File: config.mk
export PLATFORM = sky130hd
export DESIGN_NAME = bias_broadcast_core
export DESIGN_NICKNAME = d
export VERILOG_FILES = /design/src/rtl/bias_broadcast_core.sv
export SDC_FILE = /design/constraint.sdc
export NUM_CORES = 1
export LEC_CHECK = 0
export ABC_AREA = 1
export BUFFER_PORTS_ARGS = -buffer_cell sky130_fd_sc_hd__buf_2
export CORE_MARGIN = 4
export CORE_UTILIZATION = 40
export DETAILED_ROUTE_END_ITERATION = 8
export PLACE_DENSITY_LB_ADDON = 0.25
export SETUP_SLACK_MARGIN = 0.15
export SLEW_MARGIN = 25
export SYNTH_ARGS = -nofsm -noshare
export SYNTH_HDL_FRONTEND = slang
export SYNTH_SLANG_ARGS = --single-unit
File: constraint.sdc
create_clock -name clk -period 6.19 [get_ports clk]
set_clock_uncertainty 0.15 [all_clocks]
set_input_delay 0.9285 -clock clk [delete_from_list [all_inputs] [get_ports clk]]
set_output_delay 0.9285 -clock clk [all_outputs]
set_load 0.02 [all_outputs]
File: src/rtl/bias_broadcast_core.sv
// Bias broadcast stage: loads a bias vector from V-SRAM into a local buffer,
// then sweeps the M x N C matrix in row-major order. For every element it
// hands C and the selected bias to an external adder and writes the sum to Y.
// Only one memory or adder transaction is in flight at any time.
module bias_broadcast_core #(
    parameter int M       = 8,
    parameter int N       = 8,
    parameter int DATA_W  = 32,
    parameter int ROW_W   = (M <= 1) ? 1 : $clog2(M),
    parameter int COL_W   = (N <= 1) ? 1 : $clog2(N),
    parameter int VADDR_W = (((M > N) ? M : N) <= 1) ? 1 : $clog2((M > N) ? M : N)
) (
    input  logic               clk,
    input  logic               rst,
    input  logic               mode_rowcol,
    input  logic               vec_valid,
    input  logic               start,
    output logic               busy,
    output logic               done,
    output logic               err,
    output logic               v_rd_en,
    output logic [VADDR_W-1:0] v_raddr,
    input  logic [DATA_W-1:0]  v_rdata,
    input  logic               v_rvalid,
    output logic               c_rd_en,
    output logic [ROW_W-1:0]   c_rd_row,
    output logic [COL_W-1:0]   c_rd_col,
    input  logic [DATA_W-1:0]  c_rd_rdata,
    input  logic               c_rd_rvalid,
    output logic               add_req,
    output logic [DATA_W-1:0]  add_a,
    output logic [DATA_W-1:0]  add_b,
    input  logic [DATA_W-1:0]  add_res,
    input  logic               add_rvalid,
    output logic               y_we,
    output logic [ROW_W-1:0]   y_row,
    output logic [COL_W-1:0]   y_col,
    output logic [DATA_W-1:0]  y_wdata
);

    localparam int LEN_MAX = (M > N) ? M : N;
    localparam logic [ROW_W-1:0]   ROW_LAST = ROW_W'(M - 1);
    localparam logic [COL_W-1:0]   COL_LAST = COL_W'(N - 1);
    localparam logic [VADDR_W-1:0] LEN_LAST_ROW = VADDR_W'(N - 1);
    localparam logic [VADDR_W-1:0] LEN_LAST_COL = VADDR_W'(M - 1);

    typedef enum logic [2:0] {
        IDLE     = 3'd0,
        LD_ISSUE = 3'd1,
        LD_WAIT  = 3'd2,
        RD_ISSUE = 3'd3,
        RD_WAIT  = 3'd4,
        ADD_WAIT = 3'd5,
        FINISH   = 3'd6
    } state_t;

    state_t             state_r, state_s;
    logic               mode_r, mode_s;
    logic [VADDR_W-1:0] k_r, k_s;
    logic [ROW_W-1:0]   i_r, i_s;
    logic [COL_W-1:0]   j_r, j_s;
    logic               busy_s, done_s, err_s;
    logic               v_rd_en_s, c_rd_en_s, add_req_s, y_we_s;
    logic [VADDR_W-1:0] v_raddr_s;
    logic [ROW_W-1:0]   c_rd_row_s, y_row_s;
    logic [COL_W-1:0]   c_rd_col_s, y_col_s;
    logic [DATA_W-1:0]  add_a_s, add_b_s, y_wdata_s;
    logic               buf_we_s;
    logic [VADDR_W-1:0] len_last_s;
    logic [VADDR_W-1:0] bias_idx_s;
    logic [DATA_W-1:0]  bias_buf_r [0:LEN_MAX-1];

    // Next-state and next-output computation; pulses default low every cycle.
    always_comb begin
        state_s    = state_r;
        mode_s     = mode_r;
        k_s        = k_r;
        i_s        = i_r;
        j_s        = j_r;
        busy_s     = busy;
        done_s     = 1'b0;
        err_s      = err;
        v_rd_en_s  = 1'b0;
        v_raddr_s  = v_raddr;
        c_rd_en_s  = 1'b0;
        c_rd_row_s = c_rd_row;
        c_rd_col_s = c_rd_col;
        add_req_s  = 1'b0;
        add_a_s    = add_a;
        add_b_s    = add_b;
        y_we_s     = 1'b0;
        y_row_s    = y_row;
        y_col_s    = y_col;
        y_wdata_s  = y_wdata;
        buf_we_s   = 1'b0;
        len_last_s = mode_r ? LEN_LAST_COL : LEN_LAST_ROW;
        bias_idx_s = mode_r ? VADDR_W'(i_r) : VADDR_W'(j_r);

        case (state_r)
            IDLE: begin
                if (start) begin
                    if (vec_valid) begin
                        mode_s  = mode_rowcol;
                        k_s     = '0;
                        i_s     = '0;
                        j_s     = '0;
                        busy_s  = 1'b1;
                        err_s   = 1'b0;
                        state_s = LD_ISSUE;
                    end else begin
                        // No vector to broadcast: flag it and finish without touching memory.
                        err_s   = 1'b1;
                        state_s = FINISH;
                    end
                end else begin
                    state_s = IDLE;
                end
            end
            LD_ISSUE: begin
                v_rd_en_s = 1'b1;
                v_raddr_s = k_r;
                state_s   = LD_WAIT;
            end
            LD_WAIT: begin
                if (v_rvalid) begin
                    buf_we_s = 1'b1;
                    if (k_r == len_last_s) begin
                        state_s = RD_ISSUE;
                    end else begin
                        k_s     = k_r + VADDR_W'(1);
                        state_s = LD_ISSUE;
                    end
                end else begin
                    state_s = LD_WAIT;
                end
            end
            RD_ISSUE: begin
                c_rd_en_s  = 1'b1;
                c_rd_row_s = i_r;
                c_rd_col_s = j_r;
                state_s    = RD_WAIT;
            end
            RD_WAIT: begin
                if (c_rd_rvalid) begin
                    add_req_s = 1'b1;
                    add_a_s   = c_rd_rdata;
                    add_b_s   = bias_buf_r[bias_idx_s];
                    state_s   = ADD_WAIT;
                end else begin
                    state_s = RD_WAIT;
                end
            end
            ADD_WAIT: begin
                if (add_rvalid) begin
                    y_we_s    = 1'b1;
                    y_row_s   = i_r;
                    y_col_s   = j_r;
                    y_wdata_s = add_res;
                    if ((i_r == ROW_LAST) && (j_r == COL_LAST)) begin
                        state_s = FINISH;
                    end else if (j_r == COL_LAST) begin
                        j_s     = '0;
                        i_s     = i_r + ROW_W'(1);
                        state_s = RD_ISSUE;
                    end else begin
                        j_s     = j_r + COL_W'(1);
                        state_s = RD_ISSUE;
                    end
                end else begin
                    state_s = ADD_WAIT;
                end
            end
            FINISH: begin
                done_s  = 1'b1;
                busy_s  = 1'b0;
                state_s = IDLE;
            end
            default: begin
                busy_s  = 1'b0;
                state_s = IDLE;
            end
        endcase
    end

    // State, index and output registers with synchronous reset.
    always_ff @(posedge clk) begin
        if (rst) begin
            state_r  <= IDLE;
            mode_r   <= 1'b0;
            k_r      <= '0;
            i_r      <= '0;
            j_r      <= '0;
            busy     <= 1'b0;
            done     <= 1'b0;
            err      <= 1'b0;
            v_rd_en  <= 1'b0;
            v_raddr  <= '0;
            c_rd_en  <= 1'b0;
            c_rd_row <= '0;
            c_rd_col <= '0;
            add_req  <= 1'b0;
            add_a    <= '0;
            add_b    <= '0;
            y_we     <= 1'b0;
            y_row    <= '0;
            y_col    <= '0;
            y_wdata  <= '0;
        end else begin
            state_r  <= state_s;
            mode_r   <= mode_s;
            k_r      <= k_s;
            i_r      <= i_s;
            j_r      <= j_s;
            busy     <= busy_s;
            done     <= done_s;
            err      <= err_s;
            v_rd_en  <= v_rd_en_s;
            v_raddr  <= v_raddr_s;
            c_rd_en  <= c_rd_en_s;
            c_rd_row <= c_rd_row_s;
            c_rd_col <= c_rd_col_s;
            add_req  <= add_req_s;
            add_a    <= add_a_s;
            add_b    <= add_b_s;
            y_we     <= y_we_s;
            y_row    <= y_row_s;
            y_col    <= y_col_s;
            y_wdata  <= y_wdata_s;
        end
    end

    // Bias buffer storage; contents are don't-care after reset.
    always_ff @(posedge clk) begin
        if (buf_we_s) begin
            bias_buf_r[k_r] <= v_rdata;
        end
    end

endmodule

==> results of run 1 <==
-- worst register-to-register path: cells and delay by family, from the launching register on --
kind | cells | cell delay, ns
AOI/OAI and AO/OA | 1 | 0.06
and+or+nand+nor | 6 | 1.83
DFF | 1 | 0.64
buffers and inverters | 1 | 0.69
-- cells in the final DEF, fill, tap and decap left out, drive strengths merged --
cell     Yosys  final
bufinv       0      2
edfxtp     256    256
nor3         5      5
nor4         1      1
buf         63    242
clkinv       0     10
inv        256    256
nand3      368    368
diode        0      2
o211ai       1      1
ha           6      6
o22ai        1      1
clkbuf      41     68
dfxtp      131    131
nand4        4      4
o21ai       48     48
a21oi      121    121
nand2      264    264
nand3b      32     32
nor2        24     24
a31oi        1      1
o2111ai      1      1
-- sequential cells by signal, summed over array words and instances, names as in the netlist, 3 cells and up --
signal and flops:
y_wdata 32, c_rd_col 3, k_r 3, v_raddr 3, y_row 3, add_b 32, bias_buf_r 256, state_r 3
add_a 32, c_rd_row 3, j_r 3, i_r 3, y_col 3
-- worst min-delay path by stage --
stage	start	end	depth (start not counted)
after floorplan	j_r[2]$_SDFFE_PP0P_	j_r[2]$_SDFFE_PP0P_	2
after global placement	v_raddr[1]$_SDFFE_PP0P_	v_raddr[1]$_SDFFE_PP0P_	2
after detailed placement	v_raddr[1]$_SDFFE_PP0P_	v_raddr[1]$_SDFFE_PP0P_	2
after CTS	v_raddr[2]$_SDFFE_PP0P_	v_raddr[2]$_SDFFE_PP0P_	2
after global routing	add_a[17]$_SDFFE_PP0N_	add_a[17]$_SDFFE_PP0N_	2
final	v_raddr[2]$_SDFFE_PP0P_	v_raddr[2]$_SDFFE_PP0P_	2
-- per-layer routing --
layer,track usage,vias up,share of wire
met5,0,-,0.00050
met4,0.0725,4,0.033
met2,0.309,393,0.47
met1,0.244,5752,0.44
li1,-,5815,-
met3,0.0411,91,0.065
-- power groups by stage --
stage                     Combinational [mW]  Sequential [mW]  Clock (mW)
after floorplan                        0.447             2.93           0
after detailed placement               0.702             2.90           0
after global placement                 0.687             2.89           0
final                                  0.698             2.84        2.50
after CTS                              0.703             2.84        2.57
after global routing                   0.776             2.84        2.67
-- metrics by stage --
stage / setup slack [ns] / cells / util / hold slack [ns]
after floorplan: 2.24 / 1624 / - / 0.325
after global placement: 2.57 / 2279 / 0.447 / 0.289
after detailed placement: 2.56 / 2280 / 0.447 / 0.295
after CTS: 2.72 / 2360 / 0.483 / 0.304
after global routing: 2.47 / 2361 / 0.483 / 0.326
final: 2.69 / 2362 / 0.483 / 0.299
-- cells by family (layout without fill, tap and decap cells) --
kind of cell / Yosys count / in the layout
and+or+nand+nor: 698 / 698
other: 0 / 2
adders and majority gates: 6 / 6
AOI/OAI and AO/OA: 173 / 173
DFF: 387 / 387
buffers and inverters: 360 / 578
-- cell type report --
class,count,share of cell area
multi-input cells,877,0.227
inverters,256,0.0509
diodes,2,0.000265
flip-flops and latches,387,0.546
clock inverters,12,0.00802
clock buffers,68,0.0656
repair buffers,242,0.0680
well taps,518,0.0343
==> summary.txt, run 1 <==
Yosys
  • Post-Syn Area: 0.0160 mm^2
  • Post-synth EDFFs: 256
  • Post-synth top area cell: edfxtp_1
  • Synth top area share: 0.481
  • Mapped Cells: 1,624
  • Synthesized Nets: 1,734
  • Post-synth cell types: 30
  • Synth Area in Adders: 0.00470
  • Compound-gate portion of the synthesized area: 0.0559
  • Top-count cell post-synth: nand3_1
  • Post-Synth Simple-Gate Area: 0.203
  • Register area share after synthesis: 0.645
  • YS warnings: 0
  • Dominant synthesized flop cell: edfxtp_1
  • Largest family of logic cells by synthesized area: simple AND/OR/NAND/NOR gates
  • Top cells by count, synth: nand3_1 (367), nand2_1 (261), edfxtp_1 (256)
  • Synth Register Bits: 387
  • Async S/R FF share, synth: 0
  • Syn avg cell area: 9.84 um^2
  • Synth top area cells: edfxtp_1 (48%), dfxtp_1 (16%), nand3_1 (11%)
  • XOR/XNOR Fraction of Synth Area: 0
  • Mux cell area share after synthesis: 0

Setup path
  • Critical path depth: 8
  • Crit path to: add_b[26]$_SDFFE_PP0N_
  • Slowest-stage cell, CP: nand2_2
  • RR Startpoint: mode_r$_SDFFE_PP0P_
  • Nature of the critical path endpoint: flip-flop
  • Max incr delay on CP: 0.85 ns
  • Crit path launch: mode_r$_SDFFE_PP0P_
  • R2R Setup Slk: 2.69 ns
  • WP data required: 6.47 ns
  • R2R cell count: 8
  • Worst r2r dst: add_b[26]$_SDFFE_PP0N_
  • Worst path bufs/invs: 1
  • Critical path startpoint category: flip-flop
  • CP Cell Sequence: nand2_4 -> nand2_2 -> buf_4 -> nand2_1 -> nand3_1 -> nand3_1 -> nand2_1 -> a21oi_1
  • Crit path max fanout: 56
  • WP data arrival: 3.78 ns
  • Critical path class: flip-flop to flip-flop
  • Top Family by Delay on Critical Path: simple AND/OR/NAND/NOR gates

Pwr
  • Internal Power: 4.47 mW
  • NetSw: 1.56 mW
  • Combinational Power Share: 0.116
  • Pwr Density: 320 mW/mm^2
  • Switching Share: 0.259
  • Peak supply drop: 0.222 mV
  • Leakage power: 8.03 nW
  • Tot Pwr: 6.04 mW
  • Clock Power Share: 0.414
  • Sequential Power Share: 0.471

Finish
  • Layout Nets: 1,917
  • FILL cells: 3,674
  • Reg area: 0.0103 mm^2
  • Area Growth Syn to Fin: 18.2%
  • Multi-input gate area: 0.00429 mm^2
  • Share of cells above drive strength 1: 0.180
  • Fin area: 0.0189 mm^2

STA
  • RSZ-0062 raised after global routing: false
  • Post-route minimum period: 3.50 ns
  • Slew margin rel.: 0.354
  • Final Max Slew Viols: 0
  • Max Fclk: 0.286 GHz
  • Final Hold Viols: 0
  • Setup Total Neg Slack: 0 ns
  • Tcrit/Tclk final: 0.565
  • Slew at the pin with the worst max-slew slack: 0.966 ns
  • Setup Viol. Count Final: 0

Routing
  • Detailed-route via count: 12,100
  • Drt pass-1 iters: 5
  • Starting DRT DRC Count: 984
  • Wire per inst: 17.8 um
  • ANT nets after route: 0
  • DRC viols: 0
  • Detailed Route WL: 42,000 um
  • Vias per Instance: 5.10

Die
  • Chip Width: 208 um
  • Die height: 208 um
  • I/O pin cnt: 222
  • Row count: 72
  • Die Area: 0.0432 mm^2
  • Starting Density: 0.409
  • Core area: 0.0391 mm^2

Global route
  • Vias in the first global route: 11,600
  • Antenna violations before repair: 4
  • Grt ovf: 0
  • Largest net degree at the start of global routing: 84
  • First-pass GRT wire length: 65,100 um
  • GRT Total Usage: 0.188

Clocking
  • Worst skew pair latency: 0.57 ns
  • Clock sink count: 387
  • Htree depth: 2
  • Clock transition at the registers of the reported paths: 0.06 ns
  • CTS tree: yes
  • Post-CTS sizing: 0
  • CTS Buf Count: 43
  • Setup Fix Bufs, Post-CTS: 0
  • Clk buf depth: 3
  • CTS Root Cell: clkbuf_16
  • Hold-fix buffers at CTS: 0

Placement
  • Placement Cell Area: 0.0175 mm^2
  • Gpl congestion: 0.983
  • Post-DP HPWL: 24,000 um
  • PortBufs: 221

Hold path
  • Min-Delay Path Class: flip-flop to flip-flop

Outcome
  • Outcome: finished clean

Flow run
  • Max Cap Violations: 0
No activity file was read; power rests on OpenSTA's default activity.
==> inputs of run 2 (changes only) <==
clock period = 3.6 ns   (was 6.19 ns; I/O delays follow)
==> run 2 against run 1 <==
  * Register-to-register slack got worse by 1.8 ns
  * Combinational power increased by 73%
  * Clock power grew 88%
  * Critical path depth unchanged
  * Sequential power up 72%
  * Utilization increased by 0.60 points
  * Sequential share of layout area decreased by 0.67 points
  * Via count down 0.52%
  * Worst setup slack got worse by 1.8 ns
  * Flip-flop and latch count did not move
  * Clock-buffer cell count down 3
  * Critical endpoint is now add_b[2]$_SDFFE_PP0N_
==> summary.txt, run 2 (synthesis results as in run 1) <==
Hold path
  • Hold Path Origin: c_rd_rdata[6]
  • Hold Path Depth: 3
  • Min-Delay Path Class: input pin to flip-flop
  • Hold path endpoint: add_a[6]$_SDFFE_PP0N_

Global route
  • Largest net degree at the start of global routing: 129
  • First-pass GRT wire length: 64,900 um
  • Vias in the first global route: 11,400
  • GRT Total Usage: 0.186
  • Grt ovf: 0
  • Antenna violations before repair: 4

STA
  • Final Hold Viols: 0
  • Setup Total Neg Slack: 0 ns
  • RSZ-0062 raised after global routing: false
  • Final Max Slew Viols: 0
  • Tcrit/Tclk final: 0.745
  • Smallest hold slack: 0.0773 ns
  • Setup Viol. Count Final: 0
  • Max Fclk: 0.373 GHz
  • Slew at the pin with the worst max-slew slack: 0.935 ns
  • Slew margin rel.: 0.376
  • Post-route minimum period: 2.68 ns

Finish
  • Most common cell after layout, fill and taps aside: nand3_1
  • FILL cells: 3,607
  • Area Growth Syn to Fin: 19.7%
  • Layout Nets: 1,926
  • Share of cells above drive strength 1: 0.188
  • Multi-input gate area: 0.00430 mm^2
  • Commonest non-fill, non-tap cells in the layout: nand3_1 (367), nand2_1 (260), edfxtp_1 (256)
  • Max FFs per register: 256
  • N_diodes: 0
  • Reg area: 0.0103 mm^2
  • Largest register by flop count: bias_buf_r

Clocking
  • Clk buf depth: 3
  • CTS Buf Count: 43
  • Setup Fix Bufs, Post-CTS: 0
  • Clock transition at the registers of the reported paths: 0.06 ns
  • Worst skew pair latency: 0.57 ns
  • Htree depth: 2
  • Hold-fix buffers at CTS: 0
  • Clock sink count: 387
  • Post-CTS sizing: 0
  • CTS Root Cell: clkbuf_16
  • CTS tree: yes

Setup path
  • Critical path startpoint category: flip-flop
  • RR Startpoint: mode_r$_SDFFE_PP0P_
  • Crit path max fanout: 50
  • Nature of the critical path endpoint: flip-flop
  • R2R cell count: 8
  • Worst r2r dst: add_b[2]$_SDFFE_PP0N_
  • R2R Setup Slk: 0.92 ns
  • Critical path class: flip-flop to flip-flop
  • WP data arrival: 2.96 ns
  • WP data required: 3.88 ns

Die
  • Die height: 208 um
  • Row count: 72
  • I/O pin cnt: 222
  • Starting Density: 0.409
  • Die Area: 0.0432 mm^2
  • Chip Width: 208 um
  • Core area: 0.0391 mm^2

Routing
  • ANT nets after route: 0
  • Drt pass-1 iters: 5
  • Wire per inst: 17.5 um
  • Detailed-route via count: 12,000
  • DRC viols: 0
  • Starting DRT DRC Count: 1,081
  • Detailed Route WL: 41,400 um
  • Vias per Instance: 5.06

Placement
  • PortBufs: 221
  • Gpl congestion: 0.908
  • Post-DP HPWL: 24,600 um

Outcome
  • Outcome: finished clean

Pwr
  • Pwr Density: 564 mW/mm^2
  • Leakage power: 8.19 nW
  • Peak supply drop: 0.387 mV

Flow run
  • Max Cap Violations: 0
-- run 2: cell count changes in the layout (fill, tap and decap cells not counted), moves of 4 or more --
cell / change
buf_4: +8
clkbuf_1: -10
clkbuf_16: +4
clkbuf_8: +5
-- run 2: routing by layer --
layer,GRT usage,routed length (um),up-vias
met3,0.0456,3090,78
met1,0.243,17700,5654
met4,0.0562,1110,8
met5,0,55,-
met2,0.307,19500,434
li1,-,-,5818
-- run 2: worst max-delay path by stage --
stage / from / to / slack, ns / depth (start not counted)
2_1_floorplan: state_r[0]$_SDFF_PP0_ / bias_buf_r[1][0]$_DFFE_PP_ / 0.84 / 7
6_report: mode_r$_SDFFE_PP0P_ / add_b[2]$_SDFFE_PP0N_ / 0.92 / 8
5_1_grt: mode_r$_SDFFE_PP0P_ / add_b[2]$_SDFFE_PP0N_ / 0.62 / 8
4_1_cts: mode_r$_SDFFE_PP0P_ / add_b[15]$_SDFFE_PP0N_ / 0.89 / 8
3_3_place_gp: mode_r$_SDFFE_PP0P_ / add_b[15]$_SDFFE_PP0N_ / 0.94 / 8
3_5_place_dp: mode_r$_SDFFE_PP0P_ / add_b[15]$_SDFFE_PP0N_ / 0.90 / 8
-- run 2: layout make-up --
type / instances / share of cell area
Clock inverter: 15 / 0.0102
Tap cell: 518 / 0.0339
Sequential cell: 387 / 0.539
Multi-Input combinational cell: 877 / 0.225
Inverter: 256 / 0.0503
Clock buffer: 65 / 0.0709
Timing Repair Buffer: 251 / 0.0709
-- run 2: per-stage QoR --
| step | utilization | power (mW) | worst slack (ns) | area (um^2) | cells |
|---|---|---|---|---|---|
| finish | 0.489 | 10.8 | 0.920 | 19100 | 2369 |
| global route | 0.489 | 11.2 | 0.617 | 19100 | 2369 |
| CTS | 0.489 | 10.9 | 0.894 | 19100 | 2369 |
| detailed placement | 0.449 | 6.19 | 0.900 | 17600 | 2289 |
| global placement | 0.449 | 6.18 | 0.941 | 17600 | 2289 |
| floorplan | - | 5.80 | 0.844 | 16000 | 1624 |
-- run 2: report_power, final --
group / switching, mW / internal, mW / leakage, nW / total (mW)
Combinational: 0.843 / 0.366 / 4.07 / 1.21
Sequential: 0.0634 / 4.82 / 3.36 / 4.89
Clock: 1.80 / 2.90 / 0.766 / 4.69
-- run 2: worst max-delay path, stage by stage, from the launching register on --
cell	delay, ns
dfxtp_1	0.63
nand2_4	0.35
nand2_2	0.62
buf_12	0.33
nand2_1	0.08
nand3_1	0.08
nand3_1	0.12
nand2_1	0.10
a21oi_1	0.06
